<file path="src/rtl/mux_rr_arbiter.sv">
// Round-robin arbiter driving the select lines of a 4:1 mux.
// Registered one-hot grants; each grant's tenure is capped at MAXHOLD cycles.
module mux_rr_arbiter #(
  parameter int unsigned MAXHOLD = 8
) (
  input  logic clk,
  input  logic reset_n,
  input  logic req0,
  input  logic req1,
  input  logic req2,
  input  logic req3,
  output logic grant0,
  output logic grant1,
  output logic grant2,
  output logic grant3,
  output logic address0,
  output logic address1,
  output logic busy
);

  localparam logic [7:0] HoldLast = 8'(MAXHOLD - 1);

  typedef enum logic [0:0] {StIdle, StGrant} state_e;

  state_e      state_q, state_d;
  logic [1:0]  owner_q, owner_d;
  logic [1:0]  last_q, last_d;
  logic [7:0]  count_q, count_d;
  logic [3:0]  grant_q, grant_d;
  logic [1:0]  addr_q, addr_d;

  logic [3:0]  req;
  logic        pick_valid;
  logic [1:0]  pick_idx;
  logic        release_grant;

  assign req = {req3, req2, req1, req0};

  // Search last+1, last+2, last+3, last; the 2-bit add wraps naturally.
  function automatic logic [2:0] rr_pick(input logic [3:0] r, input logic [1:0] base);
    logic       found;
    logic [1:0] idx;
    logic [1:0] cand;
    found = 1'b0;
    idx   = base;
    for (int i = 1; i <= 4; i++) begin
      cand = base + 2'(i);
      if (!found && r[cand]) begin
        found = 1'b1;
        idx   = cand;
      end
    end
    return {found, idx};
  endfunction

  // In StGrant last_q always equals owner_q, so one pick serves both states.
  assign {pick_valid, pick_idx} = rr_pick(req, last_q);

  assign release_grant = !req[owner_q] || (count_q == HoldLast);

  always_comb begin
    state_d = state_q;
    owner_d = owner_q;
    last_d  = last_q;
    count_d = count_q;
    grant_d = grant_q;
    addr_d  = addr_q;
    unique case (state_q)
      StIdle: begin
        if (pick_valid) begin
          state_d = StGrant;
          owner_d = pick_idx;
          last_d  = pick_idx;
          count_d = 8'd0;
          grant_d = 4'b0001 << pick_idx;
          addr_d  = pick_idx;
        end
      end
      StGrant: begin
        if (!release_grant) begin
          count_d = count_q + 8'd1;
        end else if (pick_valid) begin
          owner_d = pick_idx;
          last_d  = pick_idx;
          count_d = 8'd0;
          grant_d = 4'b0001 << pick_idx;
          addr_d  = pick_idx;
        end else begin
          state_d = StIdle;
          grant_d = 4'b0000;
        end
      end
      default: state_d = StIdle;
    endcase
  end

  always_ff @(posedge clk or negedge reset_n) begin
    if (!reset_n) begin
      state_q <= StIdle;
      owner_q <= 2'd0;
      last_q  <= 2'd3;
      count_q <= 8'd0;
      grant_q <= 4'b0000;
      addr_q  <= 2'd0;
    end else begin
      state_q <= state_d;
      owner_q <= owner_d;
      last_q  <= last_d;
      count_q <= count_d;
      grant_q <= grant_d;
      addr_q  <= addr_d;
    end
  end

  assign grant0   = grant_q[0];
  assign grant1   = grant_q[1];
  assign grant2   = grant_q[2];
  assign grant3   = grant_q[3];
  assign address0 = addr_q[0];
  assign address1 = addr_q[1];
  assign busy     = (state_q == StGrant);

endmodule

</file>
<file path="config.mk">
export PLATFORM = sky130hd
export DESIGN_NAME = mux_rr_arbiter
export DESIGN_NICKNAME = d
export VERILOG_FILES = /design/src/rtl/mux_rr_arbiter.sv
export SDC_FILE = /design/constraint.sdc
export NUM_CORES = 1
export LEC_CHECK = 0
export BUFFER_PORTS_ARGS = -buffer_cell sky130_fd_sc_hd__buf_2
export CAP_MARGIN = 40
export CORE_ASPECT_RATIO = 0.9
export CORE_MARGIN = 2
export CORE_UTILIZATION = 40
export DETAILED_ROUTE_END_ITERATION = 12
export SYNTH_ARGS = -nofsm -noshare
export SYNTH_HDL_FRONTEND = slang
export SYNTH_SLANG_ARGS = --single-unit
</file>
<file path="constraint.sdc">
create_clock -name clk -period 2.1 [get_ports clk]
set_input_delay 0.105 -clock clk [delete_from_list [all_inputs] [get_ports clk]]
set_output_delay 0.105 -clock clk [all_outputs]
set_load 0.02 [all_outputs]
</file>
==> metrics.txt, run 1 <==
outcome finished, final reports clean; Final Critical Period 1.730 ns; post-CTS setup buffers 0; Final Instance Area 0.001076 mm^2; ANT cells 0; Antenna Nets Post-Route 0; Final #Nets 118; total clock sinks 17; final worst slack 0.3698 ns; global-route wire length before repair 3684 um; Port Buffers 12; Max Used Layer met4; Die H 50.07 um; Die ar. 0.002763 mm^2; Non-Filler Instances 137; WL met1 1054 um; critical path capture point type register; Worst Tran Pin Value 0.5194 ns; CP Class reg -> reg; Final Cycle Share 82.39%; antenna violations before repair 0; CTS buffer count 3; Skew-Pair Late Insertion Delay 0.30 ns; row count 16; final hold slack 0.2070 ns; Async SR Flop Fraction 100.0%; Max Root-Sink Buffers 2; register area share after synthesis 45.36%; final core area utilization 48.86%; Initial DRC Count 13; # Max-Cap Violations 0; slew margin rel. 65.01%; WL met3 110 um; Finish-stage setup viols 0; Peak Freq 578.0 MHz; gpl congestion 0.8723; top-area cell type share of the netlist area 39.79%; RSZ-0062 raised after global routing no; vias per inst 5.891; Cell Area, Placed 0.001040 mm^2; Mapped Cells 93; TNS Setup 0 ns; CTS tree done; clk root buf clkbuf_4; routed vias 807; CTS clock-pin slew for the worst setup and hold paths 0.10 ns; area of the core 0.002202 mm^2; Initial Util 42.84%; crit path DAT 1.93 ns; FF-to-FF setup slack 0.37 ns; Die X 55.19 um; worst hold-check path type in -> reg; CTS H-tree lvls 1; Yosys cell types 36; total track usage 18.70%; number of register bits inferred by synthesis 17; Final HPWL DP 1617 um; vias in the first global route 812; CP Launch Type register; Pleak 0.4478 nW; drt first pass iters 4; Post-synth top cells 15 x dfrtp_1, 8 x nand2_1, 8 x o21ai_0; max-slew violations 0; syn avg cell area 10.14 um^2; YS warnings 0; Ports 13; pwr/cell area 1289 mW/mm^2; Synth area leaders dfrtp_1 40%, dfstp_2 5.6%, o21ai_0 4.2%; final hold viol count 0; pin count of the biggest net entering global routing 18; Max rail drop VDD 0.0007001 V; Avg WL per Cell 15.57 um; DRC viols 0; top-count cell post-synth dfrtp_1; DP Worst Slack 0.3846 ns; share of layout cells above drive strength 1 24.55%; grt total ovfl 0; dpl cells 132; EDFF count, synth 0; Final Skew 0.006820 ns; WL final 2133 um; Critical Path RT 2.30 ns; Crit Path Max Fanout 10; DR WL met2 949 um; Tot Pwr 1.387 mW; ys flop type dfrtp_1; Syn Nets 100; Post-Syn Area 943.4 um^2; Area Growth Syn to Fin 14.06%; post-synth top area cell dfrtp_1
cells by family after synthesis:
| kind of cell | Yosys count | share of synthesized area, % |
|---|---|---|
| compound gates | 31 | 23.47 |
| buf+inv | 7 | 2.917 |
| flops | 17 | 45.36 |
| simple gates | 31 | 20.03 |
| mux | 6 | 6.896 |
| fa+ha+maj | 1 | 1.326 |
cell usage in the layout, fill, tap and decap left out, types with 2 or more instances in the layout:
cell / count
nand2b_1: 3
inv_1: 6
clkbuf_4: 3
o32ai_1: 4
dfstp_2: 2
mux2i_1: 2
o21ai_0: 8
mux2_2: 3
buf_2: 12
nand3_1: 7
nand2_1: 8
a31oi_1: 4
nor2_1: 4
o211ai_1: 2
a21oi_1: 3
dfrtp_1: 15
report_power, final:
group          switching (mW)  total [mW]  internal [mW]
registers               0.123       0.570          0.447
clock network           0.104       0.178         0.0742
logic                   0.360       0.639          0.279
worst paths after layout:
| check | startpoint | endpoint | cells past startpoint |
|---|---|---|---|
| worst max-delay path | count_q[3] | owner_q[0] | 4 |
| worst min-delay path | req1 | count_q[6] | 4 |
| worst max register to register | count_q[3] | owner_q[0] | 4 |
| worst min register to register | grant_q[3] | grant_q[3] | 2 |
| max in group asynchronous | reset_n | last_q[1] | 2 |
| min in group asynchronous | reset_n | count_q[6] | 2 |
layer usage:
layer  global-route usage [%]  vias up
li1                         -      389
met1                    25.33      396
met2                    27.98       20
met3                    6.667        2
met4                    4.878        0
met5                        0        -
what timing repair did:
action / in CTS / in global routing
endpoints found under the hold margin: 15 / 0
hold buffers: 1 / 0
gates resized for setup: 0 / 0
final cells by class:
type	instances	area (um^2)
timing repair buffer	14	77.57
sequential	17	427.9
tap	27	33.78
multi-input combinational	69	488.0
inverter	6	22.52
fill	220	1126
clock buffer	4	26.28
critical path, cell delays in order, from the launching register on:
cell and delay [ns]:
dfrtp_1 0.46, nor3_2 0.27, nand4_4 0.21, a21oi_2 0.32, mux2_2 0.37
state kept, by name, summed over array words and instances, names as in the netlist:
name / cells
grant_q: 4
last_q: 2
count_q: 8
owner_q: 2
busy: 1
(Power assumes the default switching activity.)
==> run 2: changes to the inputs <==
Clock period 2.1 ns to 1.5 ns, I/O delays scaled along.
==> metrics.txt, run 2 (synthesis gave the netlist of run 1 again) <==
Die H 50.07 um (unchanged); area of the core 0.002202 mm^2 (unchanged); Final Critical Period 1.588 ns (-0.1427 ns); CTS H-tree lvls 1 (unchanged); most frequent cells in the layout 16 x buf_4, 14 x dfrtp_1, 12 x buf_2, 7 x nand2_1, 7 x nand3_1; Die ar. 0.002763 mm^2 (unchanged); antenna violations before repair 0 (unchanged); CTS buffer count 3 (unchanged); row count 16 (unchanged); final hold viol count 0 (unchanged); RR Endpoint owner_q[0]; Int Pwr 1.529 mW (+91%); most common cell after layout, fill and taps aside buf_4; Critical Path RT 1.69 ns (-0.61 ns); Worst Reg-to-Reg Cells 4 (unchanged); DP Worst Slack -0.1268 ns (-0.5114 ns); Avg WL per Cell 15.17 um (-2.5%); Final Cycle Share 105.8% (+23 points); Final #Nets 136 (+15%); vias per inst 5.510 (-6.5%); Worst Tran Pin Value 0.4448 ns (-0.07458 ns); FF-to-FF setup slack -0.09 ns (-0.46 ns); Finish-stage setup viols 10 (+10); sequential cell fraction of total power 30.4% (-11 points); kind of cell adding the most delay to the critical path compound AO/OA/AOI/OAI gates; pin count of the biggest net entering global routing 18 (unchanged); RSZ-0062 raised after global routing yes; grt total ovfl 0 (unchanged); share of total power in combinational logic 59.7% (+14 points); Peak Freq 629.9 MHz (+9.0%); global-route wire length before repair 3905 um (+6.0%); Worst path slowest cell dfstp_2; Sw Pwr 1.063 mW (+81%); area of the multi-input gates 621.8 um^2 (+27%); final worst slack -0.08751 ns (-0.4573 ns); max FFs per register 8 (unchanged); Most flops, register count_q; Die X 55.19 um (unchanged); CP Depth 4 (unchanged); crit path DAT 1.78 ns (-0.15 ns); Sw Ratio 41.02% (-1.3 points); Cell Area, Placed 0.001146 mm^2 (+10%); Final Skew 0.002516 ns (-0.004304 ns); slew margin rel. 70.35% (+5.3 points); ANT cells 0 (unchanged); Port Buffers 12 (unchanged); DRC viols 0 (unchanged); Final HPWL DP 1664 um (+2.9%); Crit path largest cell delay 0.57 ns (+0.11 ns); outcome finished with violations; Final Instance Area 0.001361 mm^2 (+27%); largest registers count_q x8, grant_q x4; Initial Util 42.84% (unchanged); Skew-Pair Late Insertion Delay 0.30 ns (about the same); gpl congestion 0.8435 (-3.3%); clk root buf clkbuf_4; final core area utilization 61.82% (+13 points); drt first pass iters 4 (unchanged); Antenna Nets Post-Route 0 (unchanged); total track usage 19.73% (+1.0 points); Ports 13 (unchanged); Max Root-Sink Buffers 2 (unchanged); Initial DRC Count 6 (-7); violated checks negative setup slack; total clock sinks 17 (unchanged); CP Launch Type register; max-slew violations 0 (unchanged); vias in the first global route 870 (+7.1%); Area Growth Syn to Fin 44.30%; WL final 2352 um (+10%); worst hold-check path type in -> async; Crit Path Max Fanout 4 (-6); Pleak 0.5669 nW (+27%); Clk pwr share 9.9% (-2.9 points); Max rail drop VDD 0.001126 V (+61%); # Max-Cap Violations 0 (unchanged); share of layout cells above drive strength 1 47.66% (+23 points); RR Startpoint last_q[0]; CTS tree done; CP Class reg -> reg; fillers 198 (-10%); critical path capture point type register; WP buf/inv 0 (unchanged); register area 429.2 um^2 (+0.29%); CTS clock-pin slew for the worst setup and hold paths 0.10 ns (about the same); pwr/cell area 1905 mW/mm^2 (+48%); routed vias 854 (+5.8%); worst-path cell chain nor2b_2 -> a21o_2 -> a221o_1 -> mux2_4
-- run 2: stage by stage --
step	hold WS, ns	cells	total power, mW	TNS (ns)
after floorplan	-0.2206	93	1.448	-0.001077
after global placement	0.01525	145	1.776	-0.3122
after detailed placement	0.02156	145	1.805	-0.6148
after CTS	0.2255	153	2.320	-0.5523
after global routing	0.2500	155	2.758	-1.235
final	0.2227	155	2.593	-0.5951
-- run 2: worst max path at each step --
stage,end,slack [ns],start
finish,owner_q[0],-0.09,last_q[0]
global route,grant_q[0],-0.14,owner_q[1]
CTS,grant_q[1],-0.07,owner_q[1]
detailed placement,grant_q[1],-0.13,owner_q[1]
global placement,grant_q[0],-0.1,owner_q[1]
floorplan,owner_q[0],-0.001,owner_q[1]
-- run 2: area by class of cell --
class	count	area share, %
well taps	27	2.482
clock inverters	1	0.5515
flip-flops and latches	17	31.53
repair buffers	32	16.45
clock buffers	3	1.654
multi-input cells	69	45.68
inverters	6	1.654
-- run 2: worst register-to-register path, cell delays in order, from the launching register on --
cell and delay, ns:
dfstp_2 0.57, nor2b_2 0.05, a21o_2 0.19, a221o_1 0.39
mux2_4 0.29
-- run 2: power by group through the flow --
| stage | Clock, mW | Sequential, mW | Combinational (mW) |
|---|---|---|---|
| CTS | 0.263 | 0.770 | 1.29 |
| global placement | 0 | 0.766 | 1.01 |
| detailed placement | 0 | 0.775 | 1.03 |
| floorplan | 0 | 0.848 | 0.599 |
| finish | 0.256 | 0.789 | 1.55 |
| global route | 0.289 | 0.816 | 1.65 |
-- run 2: timing repair --
action,CTS,global route
pin swaps,8,6
hold buffers,1,0
gates resized for setup,12,16
endpoints found under the hold margin,17,0
endpoints found under the setup margin,8,16
buffers inserted,3,2
gates cloned,0,0
-- run 2: routing by layer --
layer  share of wire, %  vias up  GRT usage [%]
li1                   -      429              -
met1                 47      410          26.54
met2                 49       13          30.75
met3                3.4        2          6.667
met4               0.51        0          3.659
met5                  0        -              0
